<file path="src/rtl/exfsm.sv">
// Execute-stage control FSM: decodes the latched IR and sequences datapath/memory strobes for one instruction.
// Starts on a falling edge of IFactive; NOP/JMP 3 cycles, ADD 6, ST 6+W, LD 7+W, with W the MFC wait cycles.
module exfsm #(
  parameter int IR_WIDTH = 16
) (
  input  logic                clk,
  input  logic                rst,
  input  logic                IFactive,
  input  logic [IR_WIDTH-1:0] IR,
  input  logic                MFC,
  output logic                IRaddrOut,
  output logic                PCin,
  output logic                PCinc,
  output logic                MARin,
  output logic                memEN,
  output logic                RW,
  output logic                MDRreadEN,
  output logic                MDRwriteEN,
  output logic                MDRout,
  output logic                RegOutEN,
  output logic                RegInEN,
  output logic [1:0]          regSel,
  output logic                ALUAin,
  output logic                ALUBin,
  output logic                ALUout,
  output logic                done,
  output logic                active,
  output logic                illegal
);

  typedef enum logic [3:0] {
    S_IDLE   = 4'd0,
    S_DECODE = 4'd1,
    S_ADDR   = 4'd2,
    S_RD     = 4'd3,
    S_LATCH  = 4'd4,
    S_WB     = 4'd5,
    S_SRC    = 4'd6,
    S_WR     = 4'd7,
    S_ALUA   = 4'd8,
    S_ALUB   = 4'd9,
    S_ALUW   = 4'd10,
    S_JMP    = 4'd11,
    S_PCINC  = 4'd12,
    S_DONE   = 4'd13
  } state_t;

  localparam logic [3:0] OP_LD  = 4'd1;
  localparam logic [3:0] OP_ST  = 4'd2;
  localparam logic [3:0] OP_ADD = 4'd3;
  localparam logic [3:0] OP_JMP = 4'd4;

  state_t     r_state;
  state_t     w_next;
  logic       r_if_prev;
  logic [3:0] r_op;
  logic [1:0] r_rd;
  logic [1:0] r_rs;
  logic       r_illegal;
  logic       w_start;
  logic       w_unused_ir;

  // The addr field is consumed by the datapath directly, never by the FSM.
  assign w_unused_ir = ^IR;
  assign w_start     = (r_state == S_IDLE) && !IFactive && r_if_prev;
  assign illegal     = r_illegal;

  always_ff @(posedge clk or posedge rst) begin
    if (rst) begin
      r_state   <= S_IDLE;
      r_if_prev <= 1'b0;
      r_op      <= 4'd0;
      r_rd      <= 2'd0;
      r_rs      <= 2'd0;
      r_illegal <= 1'b0;
    end else begin
      r_state   <= w_next;
      r_if_prev <= IFactive;
      if (w_start) begin
        r_op <= IR[15:12];
        r_rd <= IR[11:10];
        r_rs <= IR[9:8];
      end
      if ((r_state == S_DECODE) && (r_op > OP_JMP)) begin
        r_illegal <= 1'b1;
      end
    end
  end

  always_comb begin
    w_next = r_state;
    case (r_state)
      S_IDLE:   w_next = w_start ? S_DECODE : S_IDLE;
      S_DECODE: begin
        case (r_op)
          OP_LD, OP_ST: w_next = S_ADDR;
          OP_ADD:       w_next = S_ALUA;
          OP_JMP:       w_next = S_JMP;
          default:      w_next = S_PCINC;
        endcase
      end
      S_ADDR:   w_next = (r_op == OP_ST) ? S_SRC : S_RD;
      S_RD:     w_next = MFC ? S_LATCH : S_RD;
      S_LATCH:  w_next = S_WB;
      S_WB:     w_next = S_PCINC;
      S_SRC:    w_next = S_WR;
      S_WR:     w_next = MFC ? S_PCINC : S_WR;
      S_ALUA:   w_next = S_ALUB;
      S_ALUB:   w_next = S_ALUW;
      S_ALUW:   w_next = S_PCINC;
      S_JMP:    w_next = S_DONE;
      S_PCINC:  w_next = S_DONE;
      S_DONE:   w_next = S_IDLE;
      default:  w_next = S_IDLE;
    endcase
  end

  always_comb begin
    IRaddrOut  = 1'b0;
    PCin       = 1'b0;
    PCinc      = 1'b0;
    MARin      = 1'b0;
    memEN      = 1'b0;
    RW         = 1'b0;
    MDRreadEN  = 1'b0;
    MDRwriteEN = 1'b0;
    MDRout     = 1'b0;
    RegOutEN   = 1'b0;
    RegInEN    = 1'b0;
    regSel     = 2'd0;
    ALUAin     = 1'b0;
    ALUBin     = 1'b0;
    ALUout     = 1'b0;
    done       = 1'b0;
    active     = 1'b1;
    case (r_state)
      S_IDLE:   active = 1'b0;
      S_DECODE: ;
      S_ADDR:   begin IRaddrOut = 1'b1; MARin = 1'b1; end
      S_RD:     begin memEN = 1'b1; RW = 1'b1; end
      S_LATCH:  begin memEN = 1'b1; RW = 1'b1; MDRreadEN = 1'b1; end
      S_WB:     begin MDRout = 1'b1; RegInEN = 1'b1; regSel = r_rd; end
      S_SRC:    begin RegOutEN = 1'b1; MDRwriteEN = 1'b1; regSel = r_rs; end
      S_WR:     memEN = 1'b1;
      S_ALUA:   begin RegOutEN = 1'b1; ALUAin = 1'b1; regSel = r_rd; end
      S_ALUB:   begin RegOutEN = 1'b1; ALUBin = 1'b1; regSel = r_rs; end
      S_ALUW:   begin ALUout = 1'b1; RegInEN = 1'b1; regSel = r_rd; end
      S_JMP:    begin IRaddrOut = 1'b1; PCin = 1'b1; end
      S_PCINC:  PCinc = 1'b1;
      S_DONE:   done = 1'b1;
      default:  active = 1'b0;
    endcase
  end

endmodule

</file>
<file path="config.mk">
export PLATFORM = sky130hd
export DESIGN_NAME = exfsm
export DESIGN_NICKNAME = d
export VERILOG_FILES = /design/src/rtl/exfsm.sv
export SDC_FILE = /design/constraint.sdc
export NUM_CORES = 1
export LEC_CHECK = 0
export BUFFER_PORTS_ARGS = -buffer_cell sky130_fd_sc_hd__buf_2
export CAP_MARGIN = 25
export CORE_AREA = 2 2 48 50
export CTS_BUF_LIST = sky130_fd_sc_hd__clkbuf_4 sky130_fd_sc_hd__clkbuf_8
export CTS_CLUSTER_DIAMETER = 200
export DETAILED_ROUTE_END_ITERATION = 8
export DIE_AREA = 0 0 50 52
export GPL_TIMING_DRIVEN = 1
export PLACE_DENSITY = 0.73
export SETUP_SLACK_MARGIN = 0.1
export SYNTH_ARGS = -nofsm -noshare
export SYNTH_HDL_FRONTEND = slang
export SYNTH_SLANG_ARGS = --single-unit
</file>
<file path="constraint.sdc">
create_clock -name clk -period 1.8 [get_ports clk]
set_input_delay 0.09 -clock clk [delete_from_list [all_inputs] [get_ports clk]]
set_output_delay 0.09 -clock clk [all_outputs]
set_load 0.05 [all_outputs]
</file>
======== Word-level counts from Yosys, hierarchy flattened ========
Index checks and enable logic that the tools add are counted.
word-level totals
  flip-flop bits (word level) ............. 14
  bits in latches ......................... 0
  bits in writable memories ............... 0
  memory bits (read-only) ................. 0
  bits of input ports ..................... 20
  output and inout bits ................... 19
  logic and storage cells ................. 62
  memories kept ........................... 0
cells by class
  $add $sub $neg .......................... 0
  $mul .................................... 0
  div/mod/pow operators ................... 0
  $lt $le $gt $ge ......................... 1
  eq/ne operators ......................... 17
  shift-type cells ........................ 0
  mux-type cells .......................... 23
  bitwise operators ....................... 0
  reductions and logical operators ........ 15
operators with widths
  kind                                                 count
  one-hot mux 4 bit (11 select lines)                  1
  == test 4 bit (second input constant)                6
  == test 4 x 3 -> 1 bit (second input constant)       5
  2-to-1 mux 1 bit                                     17
  == test 4 x 2 -> 1 bit (second input constant)       4
  OR reduction 13 bit                                  1
  one-hot mux 4 bit (3 select lines)                   1
  OR reduction 2 bit                                   6
  OR reduction 3 bit                                   3
  == test 4 x 1 -> 1 bit (second input constant)       2
  2-to-1 mux 3 bit                                     2
  > comparator 4 x 3 -> 1 bit (second input constant)  1
  zero test 4 bit                                      1
  2-to-1 mux 4 bit                                     1
  one-hot mux 2 bit (2 select lines)                   1
  logical AND 1 bit                                    3
  zero test 1 bit                                      1

======== Depth between registers and ports, before layout ========
Gate-level depths: netlist of the first run.
  depth in word-level cells ............... 5
  depth in mapped cells ................... 5
  depth with buffers taken out ............ 3

======== Worst setup path after synthesis of the first run ========
No wires, ideal clock.
  kind .................................... register to output
  start point ............................. register r_state[2]
  end point ............................... output port MDRreadEN
  data arrival time ....................... 1.898 ns
  required time ........................... 1.710 ns
  path slack .............................. -0.188 ns
  cell stages (with the launch flop) ...... 4
  path through ............................ dfrtp_1 > clkbuf_1 > nand2b_1 > nor3_1
between the ends
  cells in the longest elaborated chain, start to end .. 2
ends and longest elaborated chain
  item                      line  RTL
  start: declaration        53    state_t r_state;
  start signal: assignment  77    r_state <= w_next;
  == test 4 x 3 -> 1 bit    136   case (r_state)
  2-to-1 mux 1 bit          136
  end: declaration          17    output logic MDRreadEN,
Every way passes these cells.

======== Worst setup path in the final report of the first run ========
  start point ............................. register r_state[1]
  end point ............................... output port RW
between the ends
  cells in the longest elaborated chain, start to end .. 3
ends and longest elaborated chain
  item                                                                     line  RTL
  == test 4 x 3 -> 1 bit / == test 4 x 2 -> 1 bit (equally long branches)  136
  OR reduction 2 bit (no source line) *                                    --
  2-to-1 mux 1 bit *                                                       136
  end: declaration                                                         16    output logic RW,
Mark *: on every way between the ends. The rest lies on a longest branch, timed or not.

==> run summary, run 1 <==
### Detailed routing
• 0 — Routed Antenna Nets
• 956 µm — Metal-1 WL
• 909 — detailed-route via count
• 5.443 — number of vias per cell
• 1086 µm — routed wl met2
• 4 — Initial DRT Pass Iterations
• met4 — top routing layer in use
• 2153 µm — wire length reported by the detailed router
• 0 — # DRC
• 94 µm — detailed-routed wire length on met3
• 12.89 µm — Wirelength per Cell
• 20 — starting DRC count in detailed routing

### Power
• 0.5858 nW — leakage power
• 2108 nW/µm² — power density relative to cell area
• 2.698 mW — total design power
• 988.3 µV — worst ir drop on vdd

### Timing
• 0 — final setup violating endpoints
• 0.5310 ns — pin slew with the least headroom to its limit
• 0.001766 ns — worst-case clock skew
• 0 — final-report max-slew violation count
• 89.85% — final worst-path cycle share
• yes — RSZ-0062 raised after global routing
• 618.3 MHz — highest achievable clock rate
• 0.1827 ns — post-route setup slack
• 0 — Hold Violations, Final
• 64.56% — slew margin rel.
• 0 ns — total negative setup slack
• 1.617 ns — post-layout minimum cycle time

### Clocking
• 1 — H-tree depth
• 2 — Bufs on Longest Clock Path
• clkbuf_4 — clock root buffer
• 14 — clock sink count
• yes — CTS tree
• 0.27 ns — Clock Latency Late Sink
• 3 — Inserted Clock Buffers
• 0.09 ns — clock edge transition at the registers on the reported setup and hold paths

### Global route
• 826 — number of global-route vias before repair
• 18.40% — Tot GR Track Use
• 3705 µm — global-route wire length before repair
• 17 — largest net degree at the start of global routing
• 0 — antenna violations before repair
• 0 — total grt overflow

### Layout
• buf_2 (24), buf_4 (12), dfrtp_1 (10) — commonest non-fill, non-tap cells in the layout
• 34.43% — area growth from synthesis to final layout
• 167 — number of cells in the finished layout apart from fillers
• buf_2 — most common cell after layout, fill and taps aside
• 0 — final antenna diode count
• 160 — net total in the final layout
• 191 — fill cell count
• 51.80% — layout cells sized above 1

### Logic synthesis
• 19.45% — post-synthesis compound-gate area fraction
• 9.461% — share of synthesized area spent on multiplexers
• 0% — Synth Area in Adders
• 1.840% — xor and xnor fraction of the mapped netlist area
• 36.79% — sequential area share after synthesis
• 100.0% — fraction of registers with async set/reset
• 36 — count of different cell masters after synthesis
• 0 — number of warnings printed during yosys synthesis
• 0 — number of flops mapped to enable cells by yosys
• simple AND/OR/NAND/NOR gates — main combinational cell family by area after synthesis
• 121 — synthesized netlist net count
• 25.76% — simple logic cell fraction of the synthesized area
• 14 — flop and latch count out of synthesis
• dfrtp_1 — Yosys top cell by area
• dfrtp_1 (37%), mux2_2 (9.5%), nand2b_1 (3.9%) — most area-consuming cells after synthesis
• 952.2 µm² — area of the mapped netlist
• dfrtp_1 — most used flip-flop cell after synthesis
• 101 — number of instances in the synthesized netlist
• 36.79% — fraction of synthesized cell area taken by the top area cell type
• 9.427 µm² — mean post-synth cell area

### Setup path
• 10 — crit path max fanout
• dfrtp_2 — library cell contributing the largest single delay on the critical path
• 0.48 ns — Slowest Stage Delay on Critical Path
• primary output — type of element capturing the critical path
• flop — Critical Path Source Type
• 1.71 ns — CP required
• reg2out — Critical Setup Path Class
• 1 — count of buffer and inverter cells on the critical path
• 1.53 ns — data arrival time of the critical path
• nand2_1 -> or2_2 -> a21oi_2 -> clkbuf_4 — cell-by-cell trace of the critical path
• flip-flops — critical path's top delay family

### Placed design
• 30 — Port-buffer cells
• 1549 µm — placed wire-length estimate after detailed placement
• 0.1915 ns — post-placement setup slack
• 156 — Cell Count Post-Placement
• 0.7344 — placer's final routability congestion estimate

### Floorplanning
• 17 — Site Rows
• 2106 µm² — Core ar.
• 45.22% — initial core utilization
• 2600 µm² — full die area
• 52 µm — y dimension of the die
• 39 — ports placed on the boundary
• 50 µm — Die Wd

### Worst hold path
• in2reg — worst hold path class

### Run status
• finished, final reports clean — result of the run

### Flow run
• 0 — Max-cap violations

-- routing by layer --
layer / GRT usage (%) / vias to the layer above
li1: - / 446
met1: 25.00 / 426
met3: 2.586 / 2
met2: 30.92 / 35
met5: 0 / -
met4: 4.167 / 0
-- stage by stage --
step | util (%) | area (µm²) | hold WS (ns)
floorplan | - | 980.9 | -0.02078
global placement | 54.66 | 1151 | 0.1448
detailed placement | 54.66 | 1151 | 0.1545
CTS | 57.93 | 1220 | 0.04015
global route | 60.78 | 1280 | 0.02550
finish | 60.78 | 1280 | 0.04465
-- synthesized netlist by cell type, types with 2 or more instances --
library cell	instances
nand2_1	6
xor2_1	2
nand2b_1	6
buf_2	3
buf_6	2
nor2b_1	3
mux2_2	8
o22ai_1	4
o21ai_0	2
a21o_1	2
a22oi_1	4
dfrtp_1	14
nor4b_1	2
inv_1	3
a21oi_1	4
nor3_1	6
clkbuf_1	2
nor2_1	10
-- state kept, by name, indices dropped and copies added (netlist names) --
signal     flops
r_rs           2
r_if_prev      1
r_state        4
r_op           4
r_rd           2
illegal        1
-- repair_timing --
item / in CTS / in global routing
setup buffers: 0 / 5
setup endpoints to repair: 14 / 9
hold buffers: 2 / 0
hold endpoints to repair: 15 / 0
gates resized for setup: 7 / 9
-- worst paths after layout --
path                                 start    endpoint  slack [ns]  cells after the start
worst min-delay path                IR[11]     r_rd[1]        0.04                      2
max in group asynchronous              rst  r_state[0]        1.02                      3
worst max-delay path            r_state[1]          RW        0.18                      4
worst min register to register     illegal     illegal        0.46                      1
min in group asynchronous              rst     r_op[0]        0.39                      3
worst max register to register  r_state[1]     r_op[3]        0.21                      4
-- cell families (layout without fill, tap and decap cells) --
| logic type | after synthesis | after routing |
|---|---|---|
| multiplexers | 8 | 8 |
| XOR/XNOR | 2 | 2 |
| buffers and inverters | 11 | 49 |
| AND/OR/NAND/NOR | 41 | 41 |
| flip-flops | 14 | 14 |
| AO/OA/AOI/OAI | 25 | 25 |
-- power breakdown --
part           total [mW]  switching (mW)  internal [mW]
combinational        1.76            1.08          0.672
sequential          0.720           0.250          0.470
clock               0.222          0.0993          0.123
-- layout make-up --
class | count | area (µm²) | share of cell area (%)
Tap cell | 28 | 35.03 | 2.737
Timing Repair Buffer | 42 | 260.3 | 20.33
Clock buffer | 4 | 36.28 | 2.835
Inverter | 3 | 11.26 | 0.8798
Multi-Input combinational cell | 76 | 581.8 | 45.45
Sequential cell | 14 | 355.3 | 27.76
No activity file was read; power rests on OpenSTA's default activity.
==> inputs of run 2 (changes only) <==
--- a/config.mk
+++ b/config.mk
@@ -14,6 +14,7 @@
 export DIE_AREA = 0 0 50 52
 export GPL_TIMING_DRIVEN = 1
 export PLACE_DENSITY = 0.73
+export REMOVE_ABC_BUFFERS = 1
 export SETUP_SLACK_MARGIN = 0.1
 export SYNTH_ARGS = -nofsm -noshare
 export SYNTH_HDL_FRONTEND = slang
==> run 2 against run 1 <==
  * Worst hold slack improved by 0.0027 ns
  * Setup slack got worse by 0.067 ns
  * Sequential share of layout area increased by 0.53 points
  * Die area unchanged
  * Critical path type unchanged
  * Largest power group unchanged
==> run summary, run 2 (synthesis results as in run 1) <==
### Run status
• finished, final reports clean — result of the run

### Detailed routing
• 5.308 — number of vias per cell, -2.5%
• 0 — # DRC, unchanged
• 897 — detailed-route via count, -1.3%
• 2129 µm — wire length reported by the detailed router, -1.1%
• 4 — Initial DRT Pass Iterations, unchanged
• 13 — starting DRC count in detailed routing, -35%
• 0 — Routed Antenna Nets, unchanged
• 12.60 µm — Wirelength per Cell, -2.3%

### Setup path
• flop — Critical Path Source Type
• 0.22 ns — setup slack of the worst register-to-register path, about the same
• 1.59 ns — data arrival time of the critical path, +0.06 ns
• reg2out — Critical Setup Path Class
• r_state[1] — worst reg2reg path endpoint
• 9 — crit path max fanout, -1
• 1.71 ns — CP required, about the same
• 5 — Worst Reg-to-Reg Cells, +1
• r_state[1] — critical register-to-register path startpoint
• primary output — type of element capturing the critical path

### Layout
• 169 — number of cells in the finished layout apart from fillers, +1.2%
• 1256 µm² — post-layout instance area, -1.9%
• 192 — fill cell count, +0.52%
• buf_2 (25), buf_4 (15), nor2_1 (10), dfrtp_1 (10), mux2_2 (8) — commonest non-fill, non-tap cells in the layout
• buf_2 — most common cell after layout, fill and taps aside
• 545.5 µm² — Multi-input gate area, -6.2%
• 0 — final antenna diode count, unchanged
• 355.3 µm² — register cell area after layout, unchanged
• 59.66% — utilization of the core after routing, -1.1 points
• 46.81% — layout cells sized above 1, -5.0 points
• 31.93% — area growth from synthesis to final layout
• r_op (4), r_state (4) — biggest regs
• 162 — net total in the final layout, +1.3%

### Clocking
• clkbuf_4 — clock root buffer
• 0.27 ns — Clock Latency Late Sink, about the same
• 1 — H-tree depth, unchanged
• yes — CTS tree
• 0.09 ns — clock edge transition at the registers on the reported setup and hold paths, about the same
• 3 — Inserted Clock Buffers, unchanged
• 14 — clock sink count, unchanged
• 2 — Bufs on Longest Clock Path, unchanged

### Power
• 26.4% — part of the power in registers, -0.3 points
• 8.2% — clock power share, about the same
• 1.269 mW — internal power component, +0.43%
• 1059 µV — worst ir drop on vdd, +7.2%
• 2123 nW/µm² — power density relative to cell area, +0.70%
• 52.40% — Switching Share, -0.76 points
• 0.5839 nW — leakage power, -0.33%
• 65.3% — proportion of power drawn by combinational gates, +0.2 points
• 1.397 mW — net switching power, -2.6%

### Global route
• 17 — largest net degree at the start of global routing, unchanged
• 0 — total grt overflow, unchanged
• 0 — antenna violations before repair, unchanged
• 3422 µm — global-route wire length before repair, -7.6%
• 16.57% — Tot GR Track Use, -1.8 points
• 804 — number of global-route vias before repair, -2.7%

### Placed design
• 155 — Cell Count Post-Placement, -0.64%
• 1540 µm — placed wire-length estimate after detailed placement, -0.54%
• 0.7197 — placer's final routability congestion estimate, -2.0%
• 0.2176 ns — post-placement setup slack, +0.02611 ns
• 1115 µm² — placed cell areas, -3.2%
• 30 — Port-buffer cells, unchanged

### Floorplanning
• 52 µm — y dimension of the die, unchanged
• 17 — Site Rows, unchanged
• 39 — ports placed on the boundary, unchanged
• 45.22% — initial core utilization, unchanged
• 50 µm — Die Wd, unchanged
• 2106 µm² — Core ar., unchanged
• 2600 µm² — full die area, unchanged

### Timing
• 0 — final-report max-slew violation count, unchanged
• 593.6 MHz — highest achievable clock rate, -4.0%
• 66.36% — slew margin rel., +1.8 points
• 0 — Hold Violations, Final, unchanged
• yes — RSZ-0062 raised after global routing
• 0.005023 ns — worst-case clock skew, +0.003256 ns
• 0.5040 ns — pin slew with the least headroom to its limit, -0.02697 ns
• 93.60% — final worst-path cycle share, +3.7 points
• 1.685 ns — post-layout minimum cycle time, +0.06741 ns
• 0.1153 ns — post-route setup slack, -0.06741 ns
• 0 — final setup violating endpoints, unchanged

### Worst hold path
• in2reg — worst hold path class
• r_op[2] — endpoint of the worst hold path
• IR[14] — HP Start
• 2 — Hold Path Stages, unchanged

### Flow run
• 0 — Max-cap violations, unchanged

## run 2: cell count changes in the layout (fill, tap and decap cells not counted), sizes merged
cell,delta
buf,+4
clkbuf,-2
## run 2: power groups by stage
stage / clock (mW) / combinational (mW) / sequential (mW)
detailed placement: 0 / 1.54 / 0.726
finish: 0.219 / 1.74 / 0.705
global placement: 0 / 1.51 / 0.713
global route: 0.246 / 1.89 / 0.739
CTS: 0.229 / 1.63 / 0.706
floorplan: 0 / 1.16 / 0.718
## run 2: final cells by class
cell class                 count  share of cell area (%)
tap                           28                   2.789
multi-input combinational     76                   43.43
timing repair buffer          44                   21.71
inverter                       3                  0.8964
clock buffer                   4                   2.888
sequential                    14                   28.29
## run 2: stage by stage
step	power, mW	setup TNS, ns	hold WS [ns]
after floorplan	1.877	-1.051	-0.02078
after global placement	2.222	0	0.1397
after detailed placement	2.267	0	0.1493
after CTS	2.563	0	0.03691
after global routing	2.870	0	0.03758
final	2.667	0	0.04737
## run 2: worst max path at each step
stage / end / startpoint / cells after the start / slack (ns)
CTS: RegInEN / r_state[3] / 3 / 0.11
detailed placement: memEN / r_state[0] / 5 / 0.22
global route: RW / r_state[1] / 4 / 0.03
floorplan: MARin / r_state[1] / 2 / -0.22
finish: memEN / r_state[0] / 5 / 0.12
global placement: regSel[1] / r_state[0] / 4 / 0.25
## run 2: what timing repair did
item / in CTS / in global routing
endpoints found under the setup margin: 14 / 12
endpoints found under the hold margin: 15 / 0
gates resized for setup: 5 / 9
buffers inserted: 3 / 5
hold buffers: 2 / 0
## run 2: worst max-delay path, cell delays in order, from the launching register on
cell	delay [ns]
dfrtp_2	0.47
buf_4	0.17
nor2_1	0.17
nand2_1	0.10
a21oi_1	0.19
buf_4	0.23
## run 2: metal layers
metal / vias to the layer above / share of wire [%] / GRT usage [%]
li1: 450 / - / -
met1: 418 / 46 / 21.68
met2: 29 / 49 / 29.82
met3: 0 / 4.7 / 2.299
met4: 0 / 0 / 1.852
met5: - / 0 / 0
==> inputs of run 3 (changes only) <==
--- a/config.mk
+++ b/config.mk
@@ -14,6 +14,7 @@
 export DIE_AREA = 0 0 50 52
 export GPL_TIMING_DRIVEN = 1
 export PLACE_DENSITY = 0.73
+export RECOVER_POWER = 25
 export REMOVE_ABC_BUFFERS = 1
 export SETUP_SLACK_MARGIN = 0.1
 export SYNTH_ARGS = -nofsm -noshare
==> run 3 against run 2 <==
  * Non-clock buffer count stayed put
  * Setup slack stayed put
  * Critical path depth stayed put
  * Count of clock-buffer cells in the layout stayed put
  * Clock power hardly changed
  * Global-route usage stayed put
  * Core utilization is 0.059 points lower
  * Final area hardly changed
  * Total power hardly changed
  * Largest cell class unchanged
==> run summary, run 3 (synthesis results as in run 1) <==
### Run status
• finished, final reports clean — result of the run

### Worst hold path
• in2reg — worst hold path class
• 2 — Hold Path Stages, unchanged
• r_op[2] — endpoint of the worst hold path
• IR[14] — HP Start

### Timing
• yes — RSZ-0062 raised after global routing
• 0 — final-report max-slew violation count, unchanged
• 0 ns — total negative setup slack, unchanged
• 0.04737 ns — hold slack, unchanged
• 93.60% — final worst-path cycle share, unchanged
• 593.6 MHz — highest achievable clock rate, unchanged
• 1.685 ns — post-layout minimum cycle time, unchanged
• 0 — final setup violating endpoints, unchanged
• 66.36% — slew margin rel., unchanged
• 0 — Hold Violations, Final, unchanged
• 0.5040 ns — pin slew with the least headroom to its limit, unchanged
• 0.005023 ns — worst-case clock skew, unchanged

### Detailed routing
• 100 µm — detailed-routed wire length on met3, unchanged
• 978 µm — Metal-1 WL, unchanged
• 5.308 — number of vias per cell, unchanged
• 2129 µm — wire length reported by the detailed router, unchanged
• 12.60 µm — Wirelength per Cell, unchanged
• met3 — top routing layer in use
• 4 — Initial DRT Pass Iterations, unchanged
• 1050 µm — routed wl met2, unchanged
• 0 — # DRC, unchanged
• 0 — Routed Antenna Nets, unchanged
• 897 — detailed-route via count, unchanged
• 13 — starting DRC count in detailed routing, unchanged

### Setup path
• reg2out — Critical Setup Path Class
• 0.22 ns — setup slack of the worst register-to-register path, about the same
• primary output — type of element capturing the critical path
• buf_4 -> nor2_1 -> nand2_1 -> a21oi_1 -> buf_4 — cell-by-cell trace of the critical path
• buf_4 — library cell appearing most often on the critical path
• 1.71 ns — CP required, about the same
• r_state[1] — worst reg2reg path endpoint
• dfrtp_2 — library cell contributing the largest single delay on the critical path
• r_state[1] — critical register-to-register path startpoint
• 9 — crit path max fanout, unchanged
• 1.59 ns — data arrival time of the critical path, about the same
• flop — Critical Path Source Type
• 5 — Worst Reg-to-Reg Cells, unchanged
• 0.47 ns — Slowest Stage Delay on Critical Path, about the same

### Power
• 1059 µV — worst ir drop on vdd, about the same
• 0.5811 nW — leakage power, -0.47%
• 2125 nW/µm² — power density relative to cell area, about the same

### Global route
• 0 — total grt overflow, unchanged
• 17 — largest net degree at the start of global routing, unchanged
• 3422 µm — global-route wire length before repair, unchanged
• 804 — number of global-route vias before repair, unchanged
• 16.57% — Tot GR Track Use, unchanged
• 0 — antenna violations before repair, unchanged

### Layout
• 1255 µm² — post-layout instance area, about the same
• 46.10% — layout cells sized above 1, -0.71 points
• buf_2 (24), buf_4 (15), nor2_1 (10), dfrtp_1 (10), mux2_2 (8) — commonest non-fill, non-tap cells in the layout
• 59.60% — utilization of the core after routing, about the same
• 0 — final antenna diode count, unchanged
• 162 — net total in the final layout, unchanged
• 31.80% — area growth from synthesis to final layout, about the same
• buf_2 — most common cell after layout, fill and taps aside
• 169 — number of cells in the finished layout apart from fillers, unchanged
• r_op (4), r_state (4) — biggest regs
• 193 — fill cell count, +0.52%

### Clocking
• 0.27 ns — Clock Latency Late Sink, about the same
• 3 — Inserted Clock Buffers, unchanged
• 0.09 ns — clock edge transition at the registers on the reported setup and hold paths, about the same
• yes — CTS tree
• 2 — Bufs on Longest Clock Path, unchanged
• 14 — clock sink count, unchanged
• 1 — H-tree depth, unchanged
• clkbuf_4 — clock root buffer

### Floorplanning
• 45.22% — initial core utilization, unchanged
• 2106 µm² — Core ar., unchanged
• 50 µm — Die Wd, unchanged
• 52 µm — y dimension of the die, unchanged
• 39 — ports placed on the boundary, unchanged
• 17 — Site Rows, unchanged
• 2600 µm² — full die area, unchanged

### Placed design
• 155 — Cell Count Post-Placement, unchanged
• 30 — Port-buffer cells, unchanged
• 1540 µm — placed wire-length estimate after detailed placement, unchanged
• 1115 µm² — placed cell areas, unchanged
• 0.7197 — placer's final routability congestion estimate, unchanged

### Flow run
• 0 — Max-cap violations, unchanged

==> run 3: cell types whose count changed in the layout (fill, tap and decap cells not counted) <==
cell | before | now
buf_2 | 25 | 24
clkbuf_1 | 0 | 1
==> run 3: area by class of cell <==
cell class | count | area (µm²) | share of cell area (%)
multi-input combinational | 76 | 545.5 | 43.47
sequential | 14 | 355.3 | 28.32
timing repair buffer | 44 | 271.5 | 21.64
clock buffer | 4 | 36.28 | 2.891
tap | 28 | 35.03 | 2.792
inverter | 3 | 11.26 | 0.8973
==> run 3: metal layers <==
metal / track usage, % / up-vias
met1: 21.68 / 418
met3: 2.299 / 0
met2: 29.82 / 29
met5: 0 / -
li1: - / 450
met4: 1.852 / 0
==> run 3: where the power goes <==
group / internal (mW) / leakage [nW] / switching [mW] / total, mW
clock network: 0.123 / 0.0210 / 0.0963 / 0.219
registers: 0.470 / 0.164 / 0.235 / 0.705
logic: 0.676 / 0.396 / 1.07 / 1.74
==> run 3: critical path, delay by kind of cell, from the launching register on <==
kind	cells	cell delay (ns)
flops	1	0.47
buf+inv	2	0.40
simple gates	2	0.27
compound gates	1	0.19
==> run 3: per-stage QoR <==
stage                     power, mW  worst slack, ns
after floorplan               1.877          -0.2205
after global placement        2.222           0.2511
after detailed placement      2.267           0.2176
after CTS                     2.563           0.1053
after global routing          2.869          0.02934
final                         2.667           0.1153
==> run 3: what timing repair did <==
action | 4_1_cts | 5_1_grt
hold endpoints to repair | 15 | 0
endpoints found under the setup margin | 14 | 12
hold buffers | 2 | 0
gates resized for setup | 5 | 9
buffers inserted | 3 | 5
gates cloned | 0 | 0
==> run 3: how the worst max path moves through the flow <==
stage	start	endpoint	slack [ns]	cells after the start
floorplan	r_state[1]	MARin	-0.22	2
global placement	r_state[0]	regSel[1]	0.25	4
detailed placement	r_state[0]	memEN	0.22	5
CTS	r_state[3]	RegInEN	0.11	3
global route	r_state[1]	RW	0.03	4
finish	r_state[0]	memEN	0.12	5
